### config.mk
export PLATFORM = sky130hd
export DESIGN_NAME = des_round_engine
export DESIGN_NICKNAME = d
export VERILOG_FILES = /design/src/rtl/des_round_engine.sv
export SDC_FILE = /design/constraint.sdc
export NUM_CORES = 1
export LEC_CHECK = 0
export ABC_AREA = 1
export ABC_CLOCK_PERIOD_IN_PS = 1700
export BUFFER_PORTS_ARGS = -buffer_cell sky130_fd_sc_hd__buf_2
export CAP_MARGIN = 20
export CORE_AREA = 4 4 103 105
export DETAILED_ROUTE_END_ITERATION = 10
export DIE_AREA = 0 0 107 109
export GPL_ROUTABILITY_DRIVEN = 0
export GPL_TIMING_DRIVEN = 0
export PLACE_DENSITY_LB_ADDON = 0.15
export RECOVER_POWER = 100
export SLEW_MARGIN = 20
export SYNTH_ARGS = -nofsm -noshare
export SYNTH_HDL_FRONTEND = slang
export SYNTH_SLANG_ARGS = --single-unit
### constraint.sdc
create_clock -name clk_in -period 1.7 [get_ports clk_in]
set_input_delay 0.17 -clock clk_in [delete_from_list [all_inputs] [get_ports clk_in]]
set_output_delay 0.17 -clock clk_in [all_outputs]
set_load 0.02 [all_outputs]
### src/rtl/des_round_engine.sv
// Iterative DES Feistel round engine: IP in, one S-box request per round, FP out.
// Key schedule and S-boxes live outside; subkeys are fetched by round_idx_out.
//   state   | meaning
//   IDLE    | ready for a block, result held on data_out
//   ISSUE   | one-cycle request of E(R)^K to the S-box stage
//   WAIT    | waiting (any length) for the S-box result
module des_round_engine #(
  parameter int ROUNDS = 16
) (
  input  logic        clk_in,
  input  logic        rst_n_in,
  input  logic [63:0] data_in,
  input  logic        data_in_valid,
  output logic        data_in_ready,
  input  logic [47:0] subkey_in,
  output logic [3:0]  round_idx_out,
  output logic [47:0] s_data_out,
  output logic        s_data_out_valid,
  input  logic [31:0] scomp_in,
  input  logic        scomp_in_valid,
  output logic [63:0] data_out,
  output logic        data_out_valid,
  output logic        busy,
  output logic        protocol_err
);

  localparam logic [1:0] S_IDLE  = 2'd0;
  localparam logic [1:0] S_ISSUE = 2'd1;
  localparam logic [1:0] S_WAIT  = 2'd2;
  localparam logic [3:0] LAST_ROUND = 4'(ROUNDS - 1);

  localparam int IP_T [64] = '{
    58, 50, 42, 34, 26, 18, 10, 2,  60, 52, 44, 36, 28, 20, 12, 4,
    62, 54, 46, 38, 30, 22, 14, 6,  64, 56, 48, 40, 32, 24, 16, 8,
    57, 49, 41, 33, 25, 17,  9, 1,  59, 51, 43, 35, 27, 19, 11, 3,
    61, 53, 45, 37, 29, 21, 13, 5,  63, 55, 47, 39, 31, 23, 15, 7};

  localparam int FP_T [64] = '{
    40, 8, 48, 16, 56, 24, 64, 32,  39, 7, 47, 15, 55, 23, 63, 31,
    38, 6, 46, 14, 54, 22, 62, 30,  37, 5, 45, 13, 53, 21, 61, 29,
    36, 4, 44, 12, 52, 20, 60, 28,  35, 3, 43, 11, 51, 19, 59, 27,
    34, 2, 42, 10, 50, 18, 58, 26,  33, 1, 41,  9, 49, 17, 57, 25};

  localparam int E_T [48] = '{
    32,  1,  2,  3,  4,  5,   4,  5,  6,  7,  8,  9,
     8,  9, 10, 11, 12, 13,  12, 13, 14, 15, 16, 17,
    16, 17, 18, 19, 20, 21,  20, 21, 22, 23, 24, 25,
    24, 25, 26, 27, 28, 29,  28, 29, 30, 31, 32,  1};

  localparam int P_T [32] = '{
    16,  7, 20, 21, 29, 12, 28, 17,   1, 15, 23, 26,  5, 18, 31, 10,
     2,  8, 24, 14, 32, 27,  3,  9,  19, 13, 30,  6, 22, 11,  4, 25};

  // Tables are FIPS 1-based, MSB-first: FIPS bit n of a W-bit vector is [W-n].
  function automatic logic [63:0] perm64(input logic [63:0] x, input logic fp);
    logic [63:0] y;
    y = '0;
    for (int n = 0; n < 64; n++)
      y[6'(63 - n)] = x[6'(64 - (fp ? FP_T[n] : IP_T[n]))];
    return y;
  endfunction

  function automatic logic [47:0] expand(input logic [31:0] r);
    logic [47:0] y;
    y = '0;
    for (int n = 0; n < 48; n++) y[6'(47 - n)] = r[5'(32 - E_T[n])];
    return y;
  endfunction

  function automatic logic [31:0] perm_p(input logic [31:0] x);
    logic [31:0] y;
    y = '0;
    for (int n = 0; n < 32; n++) y[5'(31 - n)] = x[5'(32 - P_T[n])];
    return y;
  endfunction

  // S-box groups are swapped end-for-end: group 1 sits in the low bits.
  function automatic logic [47:0] pack_s(input logic [47:0] x);
    logic [47:0] y;
    y = '0;
    for (int g = 0; g < 8; g++) y[6'(6 * g) +: 6] = x[6'(42 - 6 * g) +: 6];
    return y;
  endfunction

  function automatic logic [31:0] unpack_s(input logic [31:0] c);
    logic [31:0] y;
    y = '0;
    for (int g = 0; g < 8; g++) y[5'(28 - 4 * g) +: 4] = c[5'(4 * g) +: 4];
    return y;
  endfunction

  logic [1:0]  state_q, state_d;
  logic [31:0] l_q, l_d, r_q, r_d;
  logic [3:0]  round_q, round_d;
  logic [63:0] dout_q, dout_d;
  logic        dov_q, dov_d;
  logic        perr_q, perr_d;
  logic [31:0] f_out;
  logic [63:0] ip_blk;

  assign s_data_out = pack_s(expand(r_q) ^ subkey_in);
  assign f_out      = perm_p(unpack_s(scomp_in));
  assign ip_blk     = perm64(data_in, 1'b0);

  always_comb begin
    state_d = state_q;
    l_d     = l_q;
    r_d     = r_q;
    round_d = round_q;
    dout_d  = dout_q;
    dov_d   = 1'b0;
    perr_d  = perr_q;
    case (state_q)
      S_IDLE: begin
        if (data_in_valid) begin
          l_d     = ip_blk[63:32];
          r_d     = ip_blk[31:0];
          round_d = 4'd0;
          perr_d  = 1'b0;
          state_d = S_ISSUE;
        end
      end
      S_ISSUE: state_d = S_WAIT;
      S_WAIT: begin
        if (scomp_in_valid) begin
          if (round_q == LAST_ROUND) begin
            // Final round skips the swap.
            dout_d  = perm64({l_q ^ f_out, r_q}, 1'b1);
            dov_d   = 1'b1;
            state_d = S_IDLE;
          end else begin
            l_d     = r_q;
            r_d     = l_q ^ f_out;
            round_d = round_q + 4'd1;
            state_d = S_ISSUE;
          end
        end
      end
      default: state_d = S_IDLE;
    endcase
    if (scomp_in_valid && (state_q != S_WAIT)) perr_d = 1'b1;
  end

  always_ff @(posedge clk_in or negedge rst_n_in) begin
    if (!rst_n_in) begin
      state_q <= S_IDLE;
      l_q     <= '0;
      r_q     <= '0;
      round_q <= '0;
      dout_q  <= '0;
      dov_q   <= 1'b0;
      perr_q  <= 1'b0;
    end else begin
      state_q <= state_d;
      l_q     <= l_d;
      r_q     <= r_d;
      round_q <= round_d;
      dout_q  <= dout_d;
      dov_q   <= dov_d;
      perr_q  <= perr_d;
    end
  end

  assign data_in_ready    = (state_q == S_IDLE);
  assign busy             = (state_q != S_IDLE);
  assign s_data_out_valid = (state_q == S_ISSUE);
  assign round_idx_out    = round_q;
  assign data_out         = dout_q;
  assign data_out_valid   = dov_q;
  assign protocol_err     = perr_q;

endmodule

==> results of run 1 <==
==> worst max-delay path: cells and delay by family (launching register included) <==
kind	cells	cell delay, ns
buffers and inverters	1	0.25
adders and majority gates	1	0.20
and+or+nand+nor	4	0.60
DFF	1	0.42
==> layout make-up <==
type	count	area (µm²)
Fill cell	1069	6030
Sequential cell	48	1200
Multi-Input combinational cell	262	1100
Buffer	100	746
Timing Repair Buffer	68	297
Tap cell	133	166
Clock buffer	6	72.6
Inverter	5	18.8
Clock inverter	1	5.00
==> cell usage in the layout, fill, tap and decap left out, types with 2 or more instances in the layout <==
| cell type | instances |
|---|---|
| nor2_1 | 2 |
| buf_6 | 2 |
| or2_2 | 2 |
| clkbuf_1 | 40 |
| nand2_2 | 2 |
| inv_1 | 4 |
| xor2_1 | 7 |
| clkbuf_8 | 5 |
| conb_1 | 80 |
| o21ai_0 | 19 |
| nand2_1 | 138 |
| nand3_1 | 4 |
| buf_4 | 92 |
| buf_2 | 32 |
| dfrtp_1 | 47 |
==> logic make-up after synthesis <==
kind of cell             Yosys count  share of synthesized area (%)
AND/OR/NAND/NOR                  152                           22.0
flip-flops                        48                           43.5
AO/OA/AOI/OAI                     22                           4.21
adder cells (fa/ha/maj)            1                          0.453
buffers and inverters            105                           27.6
XOR/XNOR                           7                           2.22
other                              1                          0.136
==> power breakdown <==
group          switching, mW  total (mW)  internal (mW)
clock                  0.364       0.645          0.280
sequential             0.239        1.68           1.44
combinational           1.11        1.70          0.592
==> routing by layer <==
metal	part of all wire [%]	routed length [µm]	track usage [%]
met5	0	0	0
met4	0.81	53	2.19
met3	8.7	565	2.90
met2	48	3150	19.8
met1	42	2750	13.6
==> path summary, 6_finish.rpt <==
check	from	cells after the start	slack, ns	to
worst min register to register	data_out[31]	2	0.48	data_out[31]
worst min-delay path	scomp_in_valid	2	0.11	state_q[1]
worst max-delay path	round_idx_out[1]	6	0.17	data_out[9]
min in group asynchronous	rst_n_in	2	0.62	data_out[1]
worst max register to register	round_idx_out[1]	6	0.17	data_out[9]
max in group asynchronous	rst_n_in	2	0.35	round_idx_out[0]
==> per-stage QoR <==
step                      hold slack [ns]  worst slack, ns  instance area (µm²)  util, %  instances
final                               0.111            0.169                 3610     37.4        623
after global routing                0.107          0.00618                 3610     37.4        623
after CTS                          0.0971          0.00858                 3640     37.8        622
after detailed placement            0.427           0.0323                 3560     37.0        615
after global placement              0.410           0.0650                 3560     37.0        615
after floorplan                    -0.126            0.209                 3060        -        415
==> synth_stat cells (all sizes together) <==
master	number	area, µm²
xor2	7	61.3
or2	2	12.5
conb	1	3.75
nand2	140	531
buf	100	743
dfrtp	48	1200
o21ai	20	100
nand3	5	25.0
inv	5	18.8
o21bai	1	7.51
nand4	1	6.26
nor3	1	16.3
ha	1	12.5
nor2	3	16.3
a22o	1	8.76
==> state kept, by name, indices dropped and copies added, names as in the netlist <==
register and count:
r_q 16, round_idx_out 4, data_out 16, protocol_err 1, l_q 8, state_q 2
data_out_valid 1
==> timing repair <==
| item | in CTS | in global routing |
|---|---|---|
| gates resized for setup | 0 | 3 |
| setup buffers | 0 | 0 |
| endpoints found under the hold margin | 0 | 48 |
| endpoints found under the setup margin | 0 | 18 |
| hold buffers | 0 | 1 |
==> run metrics, run 1 <==
vias in the first global route=2173; CTS root buf=clkbuf_8; Worst VDD drop=0.398 mV; Crit. End Element=register; core area=9640 µm²; Worst Path Max Fanout=10; Die Span Y=109 µm; crit-path cells=ha_1 -> nand2_2 -> nor3_4 -> buf_4 -> nand2_1 -> nand2_1; Port Buffers=67; flops & latches, synth=48; WP data required=1.94 ns; wire length per cell=10.5 µm; nets@finish=639; Period minus WS final=1.53 ns; largest net degree at the start of global routing=49; Antenna diodes=0; cell mode on critical path=nand2_1; CTS tree=done; power per cell area=1120 nW/µm²; Clock Path Buffers=2; clock skew=0.00892 ns; Rel. slew slack=27.7%; Post-DP HPWL=5.00 mm; RSZ-0062 raised after global routing=false; TritonCTS Buffers=5; Seq/Total Area, Yosys=43.5%; area grow syn2layout=30.5%; final hold violations=0; total grt overflow=0; Post-Syn Area=2760 µm²; Peak Freq=653 MHz; Worst Max-Slew Pin Slew=1.08 ns; Initial Util=28.7%; fin crit share=90.0%; number of antenna violations at the first check in global routing=0; Clock transition at path regs=0.09 ns; Finish-stage setup viols=0; total power=4.03 mW; CP max stage cell=dfrtp_1; Post-DRT Antenna Nets=0; Iteration-0 DRC Markers=75; Via density=3.56; DRC errors left=0; crit-path max cell delay=0.42 ns; status=completed; GRT Overall Usage=11.1%; CP arrival=1.77 ns; Pre-antenna DRT Iters=5; clk sinks=48; Setup TNS Final=0 ns; overall routed net length=6.52 mm; Max Cap Violations=0; class of the worst hold path=in -> reg; total number of H-tree levels=2; Die Span X=107 µm; first-pass GRT wire length=10.3 mm; Slew Viols, Final=0; clock latency on the worst-skew pair=0.30 ns; I/O pin count=269; share of layout cells above drive strength 1=29.2%; Syn Inst Count=336; Synth Area per Inst=8.23 µm²; Netlist cell types=21; die area=11700 µm²; static leakage=2.11 nW; startpoint types=register; Synth Warn #=0; via count=2218; worst setup path class=reg -> reg; # rows=36
Note: power is estimated with default switching activity, not from simulation.
==> inputs of run 2 (changes only) <==
--- a/config.mk
+++ b/config.mk
@@ -6,10 +6,11 @@
 export NUM_CORES = 1
 export LEC_CHECK = 0
 export ABC_AREA = 1
-export ABC_CLOCK_PERIOD_IN_PS = 1700
+export ABC_CLOCK_PERIOD_IN_PS = 1400
 export BUFFER_PORTS_ARGS = -buffer_cell sky130_fd_sc_hd__buf_2
 export CAP_MARGIN = 20
 export CORE_AREA = 4 4 103 105
+export CTS_CLUSTER_SIZE = 40
 export DETAILED_ROUTE_END_ITERATION = 10
 export DIE_AREA = 0 0 107 109
 export GPL_ROUTABILITY_DRIVEN = 0
==> constraint.sdc (replaced) <==
create_clock -name clk_in -period 1.4 [get_ports clk_in]
set_input_delay 0.14 -clock clk_in [delete_from_list [all_inputs] [get_ports clk_in]]
set_output_delay 0.14 -clock clk_in [all_outputs]
set_load 0.02 [all_outputs]
==> run metrics, run 2 (same netlist as run 1, synthesis figures left out) <==
Slew Viols, Final=0; total number of H-tree levels=2; class of the worst hold path=in -> reg; largest net degree at the start of global routing=49; Port Buffers=67; Die Span Y=109 µm; commonest non-fill, non-tap cells in the layout=128 x nand2_1, 95 x buf_4, 80 x conb_1; Die Span X=107 µm; Clock Path Buffers=2; number of antenna violations at the first check in global routing=1; final hold violations=0; Worst VDD drop=0.502 mV; die area=11700 µm²; Rel. slew slack=54.5%; DRC errors left=0; share of layout cells above drive strength 1=34.1%; RSZ-0062 raised after global routing=true; Worst Max-Slew Pin Slew=0.683 ns; worst setup path class=reg -> reg; CP delay by family, top=flip-flops; Crit. End Element=register; WP data required=1.60 ns; dpl ws=-0.101 ns; Pre-antenna DRT Iters=4; Period minus WS final=1.39 ns; CP arrival=1.59 ns; Iteration-0 DRC Markers=92; Via density=3.61; Initial Util=28.7%; CP max stage cell=dfrtp_2; crit-path cells=ha_4 -> nand2_4 -> nor2_4 -> nand2_2 -> nand2_4 -> buf_8 -> clkbuf_16 -> nand2_1 -> nand2_1; CTS root buf=clkbuf_8; vias in the first global route=2184; clk sinks=48; TritonCTS Buffers=5; I/O pin count=269; commonest non-fill, non-tap cell in the layout=nand2_1; Post-DP HPWL=5.07 mm; fin crit share=99.1%; overall routed net length=6.77 mm; status=completed; power per cell area=1410 nW/µm²; total power=5.36 mW; CP bufs+invs=2; first-pass GRT wire length=10.8 mm; Finish-stage setup viols=0; Max Cap Violations=0; Post-DRT Antenna Nets=0; GRT Overall Usage=11.6%; crit-path max cell delay=0.44 ns; static leakage=2.20 nW; clock latency on the worst-skew pair=0.30 ns; area grow syn2layout=37.4%; via count=2266; nets@finish=644; # rows=36; CTS tree=done; Setup WS post-layout=0.0120 ns; total grt overflow=0; Peak Freq=720 MHz; Clock transition at path regs=0.09 ns; Antenna diodes=0; wire length per cell=10.8 µm; Worst Path Max Fanout=6; core area=9640 µm²; startpoint types=register; clock skew=0.00759 ns
run 2: cell types whose count changed in the layout (fill, tap and decap cells not counted), moves of 3 or more:
| cell | previous run | this run |
|---|---|---|
| buf_4 | 92 | 95 |
| clkbuf_1 | 40 | 36 |
| clkbuf_4 | 1 | 4 |
| nand2_1 | 138 | 128 |
| nand2_2 | 2 | 8 |
| nand2_4 | 0 | 4 |
run 2: final cells by class:
type                    count  area [µm²]
fillers                  1076        5840
well taps                 133         166
clock buffers               7        96.3
multi-input cells         262        1180
inverters                   5        21.3
repair buffers             74         360
flip-flops and latches     48        1200
plain buffers              99         766
run 2: repair_timing:
item                                   in CTS  in global routing
resized for setup                           3                 30
setup endpoints to repair                  39                 38
endpoints found under the hold margin       0                 48
hold buffers                                0                  1
cloned                                      1                  1
setup buffers                               4                  0
pin swaps                                   2                  3
run 2: final timing paths:
| kind | cells after the start | slack (ns) | start | endpoint |
|---|---|---|---|---|
| min in group asynchronous | 2 | 0.45 | rst_n_in | r_q[7] |
| max in group asynchronous | 2 | 0.47 | rst_n_in | round_idx_out[0] |
| setup reg to reg | 9 | 0.01 | round_idx_out[0] | r_q[30] |
| setup / recovery | 9 | 0.01 | round_idx_out[0] | r_q[30] |
| hold / removal | 2 | 0.08 | scomp_in_valid | state_q[1] |
| hold reg to reg | 2 | 0.48 | r_q[4] | data_out[25] |
run 2: power breakdown:
group,internal [mW],switching (mW)
Clock,0.441,0.464
Combinational,0.935,1.45
Sequential,1.75,0.320
Total,3.13,2.24
run 2: routing by layer:
metal / vias up / routed length (µm) / GRT usage (%) / share of wire (%)
li1: 1177 / - / - / -
met1: 992 / 2920 / 14.8 / 43
met2: 91 / 3220 / 19.4 / 48
met3: 4 / 608 / 3.73 / 9.0
met4: 2 / 21 / 2.37 / 0.31
met5: - / 7 / 0 / 0.10
run 2: through the flow:
step	std cells	utilization [%]	hold slack (ns)	TNS, ns	instance area, µm²
CTS	627	38.6	0.0639	0	3720
floorplan	415	-	-0.156	0	3080
detailed placement	615	37.2	0.394	-2.27	3580
finish	628	39.4	0.0821	0	3800
global placement	615	37.2	0.393	-1.61	3580
global route	628	39.4	0.0820	-0.612	3800
